`src/rtl/fwd_hazard_unit.sv`:
```
// Forwarding and load-use hazard unit: scoreboards in-flight destinations, stalls ID on
// load-use, and drives registered forward selects plus the EX operand muxes.
module fwd_hazard_unit #(
   parameter  int XLEN     = 32,
   parameter  int NREAD    = 2,
   parameter  int DEPTH    = 2,
   parameter  int LOAD_LAT = 1,
   localparam int SELW     = $clog2(DEPTH + 1)
) (
   input  logic                    clk,
   input  logic                    rst,
   input  logic                    id_valid,
   input  logic [NREAD*5-1:0]      id_rs,
   input  logic [NREAD-1:0]        id_rs_used,
   input  logic [4:0]              id_rd,
   input  logic                    id_we,
   input  logic                    id_is_load,
   input  logic                    flush,
   input  logic [NREAD*XLEN-1:0]   ex_rf_data,
   input  logic [DEPTH*XLEN-1:0]   fwd_data,
   output logic                    stall,
   output logic [NREAD*SELW-1:0]   ex_sel,
   output logic [NREAD*XLEN-1:0]   ex_op
);

   typedef struct packed {
      logic       valid;
      logic [4:0] rd;
      logic       we;
      logic       is_load;
   } sb_entry_t;

   sb_entry_t                 r_t [1:DEPTH];
   sb_entry_t                 w_t1_next;
   logic [NREAD*DEPTH-1:0]    w_match;
   logic [NREAD*SELW-1:0]     w_sel;
   logic [NREAD*SELW-1:0]     r_ex_sel;
   logic                      w_hazard;
   logic                      w_advance;

   genvar gi, gk;

   // Flat match vector: bit (port*DEPTH + stage-1).
   generate
      for (gi = 0; gi < NREAD; gi++) begin : g_port_match
         for (gk = 1; gk <= DEPTH; gk++) begin : g_stage_match
            assign w_match[gi*DEPTH + gk - 1] = r_t[gk].valid & r_t[gk].we
                                              & (r_t[gk].rd == id_rs[5*gi +: 5])
                                              & (id_rs[5*gi +: 5] != 5'd0)
                                              & id_rs_used[gi];
         end
      end
   endgenerate

   // Scanning from the far end lets the nearest producer overwrite the select last.
   always_comb begin
      w_sel    = '0;
      w_hazard = 1'b0;
      for (int p = 0; p < NREAD; p++) begin
         for (int k = DEPTH; k >= 1; k--) begin
            if (w_match[p*DEPTH + k - 1]) begin
               w_sel[p*SELW +: SELW] = SELW'(k);
               if (r_t[k].is_load && (k <= LOAD_LAT)) begin
                  w_hazard = 1'b1;
               end
            end
         end
      end
   end

   assign stall     = id_valid & w_hazard & ~flush & ~rst;
   assign w_advance = id_valid & ~w_hazard & ~flush;

   always_comb begin
      w_t1_next = '0;
      if (w_advance) begin
         w_t1_next.valid   = 1'b1;
         w_t1_next.rd      = id_rd;
         w_t1_next.we      = id_we;
         w_t1_next.is_load = id_is_load;
      end
   end

   always_ff @(posedge clk) begin
      if (rst) begin
         r_t[1]   <= '0;
         r_ex_sel <= '0;
      end else begin
         r_t[1]   <= w_t1_next;
         r_ex_sel <= w_advance ? w_sel : '0;
      end
   end

   generate
      for (gk = 2; gk <= DEPTH; gk++) begin : g_shift
         always_ff @(posedge clk) begin
            if (rst) begin
               r_t[gk] <= '0;
            end else begin
               r_t[gk] <= r_t[gk-1];
            end
         end
      end
   endgenerate

   assign ex_sel = r_ex_sel;

   // Out-of-range selects fall through to the register-file operand.
   generate
      for (gi = 0; gi < NREAD; gi++) begin : g_op_mux
         logic [XLEN-1:0] w_op;
         always_comb begin
            w_op = ex_rf_data[gi*XLEN +: XLEN];
            if (!rst) begin
               for (int k = 1; k <= DEPTH; k++) begin
                  if (r_ex_sel[gi*SELW +: SELW] == SELW'(k)) begin
                     w_op = fwd_data[(k-1)*XLEN +: XLEN];
                  end
               end
            end
         end
         assign ex_op[gi*XLEN +: XLEN] = w_op;
      end
   endgenerate

endmodule
```
`config.mk`:
```
export PLATFORM = sky130hd
export DESIGN_NAME = fwd_hazard_unit
export DESIGN_NICKNAME = d
export VERILOG_FILES = /design/src/rtl/fwd_hazard_unit.sv
export SDC_FILE = /design/constraint.sdc
export NUM_CORES = 1
export LEC_CHECK = 0
export CORE_MARGIN = 4
export CORE_UTILIZATION = 38
export DETAILED_ROUTE_END_ITERATION = 6
export DONT_BUFFER_PORTS = 1
export GPL_TIMING_DRIVEN = 1
export HOLD_SLACK_MARGIN = 0.15
export SLEW_MARGIN = 20
export SYNTH_ARGS = -nofsm -noshare
export SYNTH_HDL_FRONTEND = slang
export SYNTH_SLANG_ARGS = --single-unit
```
`constraint.sdc`:
```
create_clock -name clk -period 3.4 [get_ports clk]
set_input_delay 0.68 -clock clk [delete_from_list [all_inputs] [get_ports clk]]
set_output_delay 0.68 -clock clk [all_outputs]
set_load 0.03 [all_outputs]
```
; Word level (Yosys, flattened, before mapping)
; Memory sizes are Yosys's and may differ from the RTL's.
; Index checks and enable logic that the tools add are counted.
[totals]
regBits = 4
mem_bits_rw = 16
input_bits = 151
output_inout_bits = 69
elab_cells = 62
n_memories = 1
[memory_table]
columns = name, words, word_bits, rd, rd_clocked_by_memory_dff, wr, line
row1 = r_t, 2, 8, 2, 0, 2, 33  ; sb_entry_t r_t [1:DEPTH];
[op_classes]
eq_ne = 8
muxes = 20
bitwise_logic = 25
n_reduce_logical = 5
[op_table]
columns = op, count
row1 = 32-bit 2-to-1 mux, 6
row2 = 8-bit 2-to-1 mux, 3
row3 = 5-bit == test, 4
row4 = 1-bit AND, 19
row5 = 5-bit nonzero test, 2
row6 = 1-bit 2-to-1 mux, 9
row7 = 3-bit OR reduction, 2
row8 = "2-bit by 1-bit == test with 1-bit output, second input constant", 2
row9 = "2-bit == test, second input constant", 2
row10 = 2-bit 2-to-1 mux, 2
row11 = 1-bit inverter, 4
row12 = 1-bit OR, 2
row13 = 2-bit OR reduction, 1

; Logic depth before layout (Yosys ltp)
; Gate-level depths: netlist (run 1).
; An unclocked memory read counts as a cell.
[depth]
ltp_word = 13
ltp_mapped = 6
ltp_nobuf = 5

; Worst setup path after synthesis (run 1)
; No wires, ideal clock.
[synth_timing]
path_kind = input to output
startpoint = input port rst
endpoint = output port ex_op[10]
t_arrival_ps = 2010
required_time_ps = 2720
path_slack_ps = 710
cell_stages = 6
path_buffers = 2
cell_sequence = clkbuf_1 > clkbuf_1 > nor2_1 > a21oi_1 > o22ai_1 > a21oi_1
[synth_via]
elab_chain_cells = 1
[synth_rtl]
columns = element, line
row1 = start: declaration, 11  ; input logic rst,
row2 = 32-bit 2-to-1 mux, 114  ; if (!rst) begin
row3 = end: declaration, 23  ; output logic [NREAD*XLEN-1:0] ex_op
; Every way passes these cells.

; Worst setup path in the final report (run 1)
[layout_timing]
startpoint = register r_ex_sel[0], in the netlist ex_sel[0]
endpoint = output port ex_op[15]
[layout_via]
elab_chain_cells = 4
word_cells_on_any_way = 5
cone_classes = eq/ne (2) / mux (3)
[layout_rtl]
columns = element, line
row1 = start: declaration, 37  ; logic [NREAD*SELW-1:0] r_ex_sel;
row2 = start signal: assignment, 90  ; r_ex_sel <= w_advance ? w_sel : '0;
row3 = 2-bit by 1-bit == test with 1-bit output, 116  ; if (r_ex_sel[gi*SELW +: SELW] == SELW'(k)) begin
row4 = 32-bit 2-to-1 mux, 116
row5 = 32-bit 2-to-1 mux (*), 116
row6 = 32-bit 2-to-1 mux (*), 114
; Mark *: on every way between the ends. The rest lies on a longest branch, timed or not.

==> impl_metrics.json, run 1 <==
{
  "synth_top_area_share_pct": 18.8,
  "worstSetupPathType": "flip-flop to output port",
  "max_freq_ghz": 0.358,
  "die_x_um": 92.5,
  "ctsResizeCount": 0,
  "rsz0062_at_grt": "no",
  "synth_seq_area_share_pct": 14.0,
  "fin_nets": 641,
  "grt_pass1_vias": 3177,
  "cts.path.max_buffers": 2,
  "drc": 0,
  "drt_pass1_iterations": 7,
  "grt_pass1_wl_um": 15400,
  "path_common_cell": "a21oi_1",
  "fin_skew_ns": 0.000931,
  "finalCritPeriodShare_pct": 82.1,
  "dpl.hpwl_um": 7510,
  "ctsHtreeMaxLevel": 1,
  "setup_viol": 0,
  "yosys_warnings": 0,
  "ys_ff_latch": 19,
  "synth_most_common_cell": "nor2_1",
  "cp_max_fo": 39,
  "relSlewSlack_pct": 49.6,
  "hold_viol": 0,
  "postCtsHoldBufs": 0,
  "slew_viol_final": 0,
  "yosys.area.top_type": "nor2_1",
  "grt-ovfl-total": 0,
  "clkTransAtPathRegs_ns": 0.07,
  "num_io_pins": 220,
  "synth.cell_area_um2": 2710,
  "area_delta_synth_final_pct": 12.7,
  "portBuffers": 0,
  "clockRootBuffer": "clkbuf_8",
  "start_kind": "flip-flop",
  "syn_nets": 640,
  "antennaDiodeCount": 0,
  "syn_inst": 489,
  "ir_drop_uv": 315,
  "tightest_slew_ns": 0.758,
  "postRouteAntennaNets": 0,
  "die_h_um": 92.5,
  "cts_setup_buffers": 0,
  "dr_total_vias": 3472,
  "drt-initial-drc-count": 127,
  "synthFlopType": "dfxtp_1",
  "numCtsBuffers": 3,
  "cp_data_required_time_ns": 2.72,
  "core_um2": 6870,
  "insertion_delay_ns": 0.25,
  "powerDensity_nw_per_um2": 211,
  "slowest_delay_ns": 0.66,
  "wirelength_um": 9920,
  "rows": 30,
  "min_period_ns": 2.79,
  "dieArea_um2": 8550,
  "clock_sinks": 19,
  "synthTopCellsByArea": "nor2_1, a21oi_1, dfxtp_1",
  "outcome": "complete, no violations",
  "cts_tree": "built",
  "via_per_inst": 5.94,
  "post_synth.cell_area_avg_um2": 5.54,
  "drive_gt1_share_pct": 11.5,
  "p_leak_nw": 1.21,
  "dp.cells": 581,
  "critPathSlowestCell": "dfxtp_4",
  "layout.cells.non_filler": 585,
  "crit_arrival_ns": 2.11,
  "synthDistinctLibCells": 28,
  "grt_max_degree": 105,
  "power_uw": 645,
  "endpoint_kind": "output port",
  "tns_ns": 0,
  "grt_usage_pct": 21.1,
  "crit_family": "compound AO/OA/AOI/OAI gates",
  "synth_edf_count": 0,
  "start_util_pct": 39.5,
  "synthTopCellsByCount": "nor2_1, a21oi_1, nand2_1",
  "cap_violations": 0,
  "crit_buf_inv": 1,
  "whs_ns": 0.490,
  "hold_class": "flip-flop to flip-flop",
  "path_cells": "buf_4 -> nor2_1 -> a21oi_1 -> o22ai_1 -> a21oi_1",
  "async_flop_share_pct": 0,
  "place_congestion": 0.834,
  "post_drt_wl_per_cell_um": 16.9,
  "antenna_found_initial": 0
}
==> flip-flops by register name (all words and copies together) (netlist names) <==
name	count
r_t	15
ex_sel	4
==> cell usage in the layout (no fill, tap or decap) <==
cell | Yosys | final
a2111oi_1 | 2 | 2
a21oi_1 | 96 | 96
a22oi_1 | 32 | 32
and2_1 | 1 | 1
and3_1 | 2 | 2
buf_12 | 0 | 2
buf_4 | 0 | 42
clkbuf_1 | 38 | 1
clkbuf_8 | 0 | 3
dfxtp_1 | 19 | 17
dfxtp_2 | 0 | 1
dfxtp_4 | 0 | 1
inv_1 | 1 | 1
inv_2 | 1 | 1
nand2_1 | 39 | 39
nand3_1 | 3 | 3
nand4_1 | 4 | 4
nor2_1 | 136 | 136
nor2b_1 | 9 | 7
nor2b_2 | 0 | 2
nor3_1 | 3 | 3
nor3_2 | 1 | 1
nor3b_1 | 2 | 2
o21a_1 | 1 | 1
o21ai_0 | 32 | 32
o21ai_2 | 2 | 3
o22ai_1 | 32 | 32
or4_1 | 2 | 2
xnor2_1 | 14 | 14
xor2_1 | 6 | 6
==> final timing paths <==
| check | from | to | slack, ns | depth (start not counted) |
|---|---|---|---|---|
| max | ex_sel[0] | ex_op[15] | 0.61 | 5 |
| min | r_t[1][7] | r_t[2][7] | 0.49 | 1 |
| max reg2reg | r_t[1][3] | r_t[1][0] | 1.84 | 5 |
| min reg2reg | r_t[1][7] | r_t[2][7] | 0.49 | 1 |
==> layer usage <==
metal	up-vias	global-route usage [%]	part of all wire (%)
met1	1563	24.4	39
met2	176	39.8	50
met4	0	1.86	0.51
li1	1725	-	-
met3	8	5.93	10
met5	-	0	0
==> final cells by class <==
cell class | instances | area [um2]
multi-input cells | 420 | 2140
fillers | 747 | 3810
flip-flops and latches | 19 | 385
well taps | 96 | 120
inverters | 2 | 7.51
repair buffers | 44 | 355
clock buffers | 4 | 45.0
==> power by group <==
part	total [mW]	internal, mW	leakage, nW	switching (mW)
logic	0.264	0.0914	1.03	0.173
clock network	0.151	0.0831	0.0228	0.0684
registers	0.230	0.226	0.155	0.00382
==> per-stage QoR <==
step                cell area [um2]  util [%]  setup WS, ns
floorplan                      2710         -         0.710
global placement               3010      43.8         0.672
detailed placement             3010      43.8         0.667
CTS                            3060      44.5         0.593
global route                   3060      44.5         0.465
finish                         3060      44.5         0.608
==> cell families after synthesis <==
group           count (synthesis)  share of synthesized area (%)
flops                          19                           14.0
buf+inv                        50                           7.25
xor+xnor                       20                           6.46
simple gates                  202                           30.5
compound gates                198                           41.7
(Power assumes the default switching activity.)
==> run 2: changes to the inputs <==
==> constraint.sdc (replaced) <==
create_clock -name clk -period 2.6 [get_ports clk]
set_input_delay 0.52 -clock clk [delete_from_list [all_inputs] [get_ports clk]]
set_output_delay 0.52 -clock clk [all_outputs]
set_load 0.03 [all_outputs]
==> impl_metrics.json, run 2 (same netlist as run 1, synthesis figures left out) <==
{
  "hold_class": "primary input to flip-flop",
  "ctsResizeCount": 0,
  "ctsHtreeMaxLevel": 1,
  "hold_viol": 0,
  "core_um2": 6870,
  "rows": 30,
  "finalCritPeriodShare_pct": 90.6,
  "fin_nets": 670,
  "start_kind": "primary input",
  "max_freq_ghz": 0.424,
  "worstSetupPathType": "primary input to output port",
  "pre_cts_ws_ns": 0.283,
  "grt_pass1_vias": 3206,
  "drt-initial-drc-count": 135,
  "clock_sinks": 19,
  "layout.cells.non_filler": 614,
  "ir_drop_uv": 417,
  "insertion_delay_ns": 0.25,
  "grt_pass1_wl_um": 15400,
  "fin_skew_ns": 0.00578,
  "whs_ns": 0.367,
  "fin_ws_ns": 0.244,
  "powerDensity_nw_per_um2": 270,
  "largest_reg_flops": 15,
  "layout_common_cells": "nor2_1, a21oi_1, buf_4, nand2_1",
  "dp.cells": 610,
  "postRouteAntennaNets": 0,
  "crit_arrival_ns": 1.84,
  "area_delta_synth_final_pct": 21.3,
  "r2r_start": "r_t[1][3]",
  "cap_violations": 0,
  "num_io_pins": 220,
  "placed_area_um2": 3230,
  "cts.path.max_buffers": 2,
  "wirelength_um": 10100,
  "startpoint": "id_rs[6]",
  "outcome": "complete, no violations",
  "fin_util_pct": 47.9,
  "post_drt_wl_per_cell_um": 16.4,
  "endpoint_kind": "output port",
  "portBuffers": 0,
  "antennaDiodeCount": 0,
  "numCtsBuffers": 3,
  "drive_gt1_share_pct": 17.0,
  "die_x_um": 92.5,
  "cp_data_required_time_ns": 2.08,
  "clockRootBuffer": "clkbuf_8",
  "start_util_pct": 39.5,
  "setup_viol": 0,
  "dieArea_um2": 8550,
  "grt_max_degree": 105,
  "dpl.hpwl_um": 7680,
  "drt_pass1_iterations": 5,
  "power_uw": 887,
  "rsz0062_at_grt": "no",
  "layout_commonest_cell": "nor2_1",
  "via_per_inst": 5.87,
  "dr_total_vias": 3605,
  "clkTransAtPathRegs_ns": 0.07,
  "slew_viol_final": 0,
  "finish.instance_area_um2": 3290,
  "relSlewSlack_pct": 70.3,
  "grt-ovfl-total": 0,
  "cp_max_fo": 4,
  "cts_setup_buffers": 0,
  "p_leak_nw": 1.36,
  "drc": 0,
  "cts_tree": "built",
  "place_congestion": 0.817,
  "postCtsHoldBufs": 0,
  "tns_ns": 0,
  "regMostFlops": "r_t",
  "die_h_um": 92.5,
  "min_period_ns": 2.36,
  "hold_path.startpoint": "id_rd[2]",
  "grt_usage_pct": 21.1,
  "antenna_found_initial": 0,
  "tightest_slew_ns": 0.442
}
==> run 2: cell count changes in the layout (fill, tap and decap cells not counted) <==
cell      delta
buf_4       +26
buf_6        +3
clkbuf_1     -1
clkinv_2     +1
dfxtp_1      -2
dfxtp_2      +2
==> run 2: final timing paths <==
path / end / slack, ns / depth (start not counted)
worst max-delay path: stall / 0.24 / 5
worst min-delay path: r_t[1][4] / 0.37 / 2
worst max register to register: r_t[1][0] / 1.03 / 6
worst min register to register: r_t[2][7] / 0.49 / 1
==> run 2: where the power goes <==
group | internal, mW | switching (mW)
sequential | 0.295 | 0.00502
clock | 0.106 | 0.0946
combinational | 0.154 | 0.232
total | 0.556 | 0.331
==> run 2: cell type report <==
type / instances / area, um2
clock buffer: 3 / 41.3
clock inverter: 1 / 5.00
fill: 723 / 3580
inverter: 2 / 7.51
multi-input combinational: 420 / 2140
sequential: 19 / 388
tap: 96 / 120
timing repair buffer: 73 / 584
==> run 2: critical path: stages <==
cell and delay [ns]:
or4_1 0.56, o21ai_2 0.19, nor3_2 0.09, o21a_1 0.21
and2_1 0.26
==> run 2: layer usage <==
metal	global-route usage (%)	share of wire, %	vias to the layer above
li1	-	-	1776
met1	24.4	38	1632
met2	39.1	50	185
met3	5.69	11	12
met4	3.22	1.0	0
met5	0	0	-
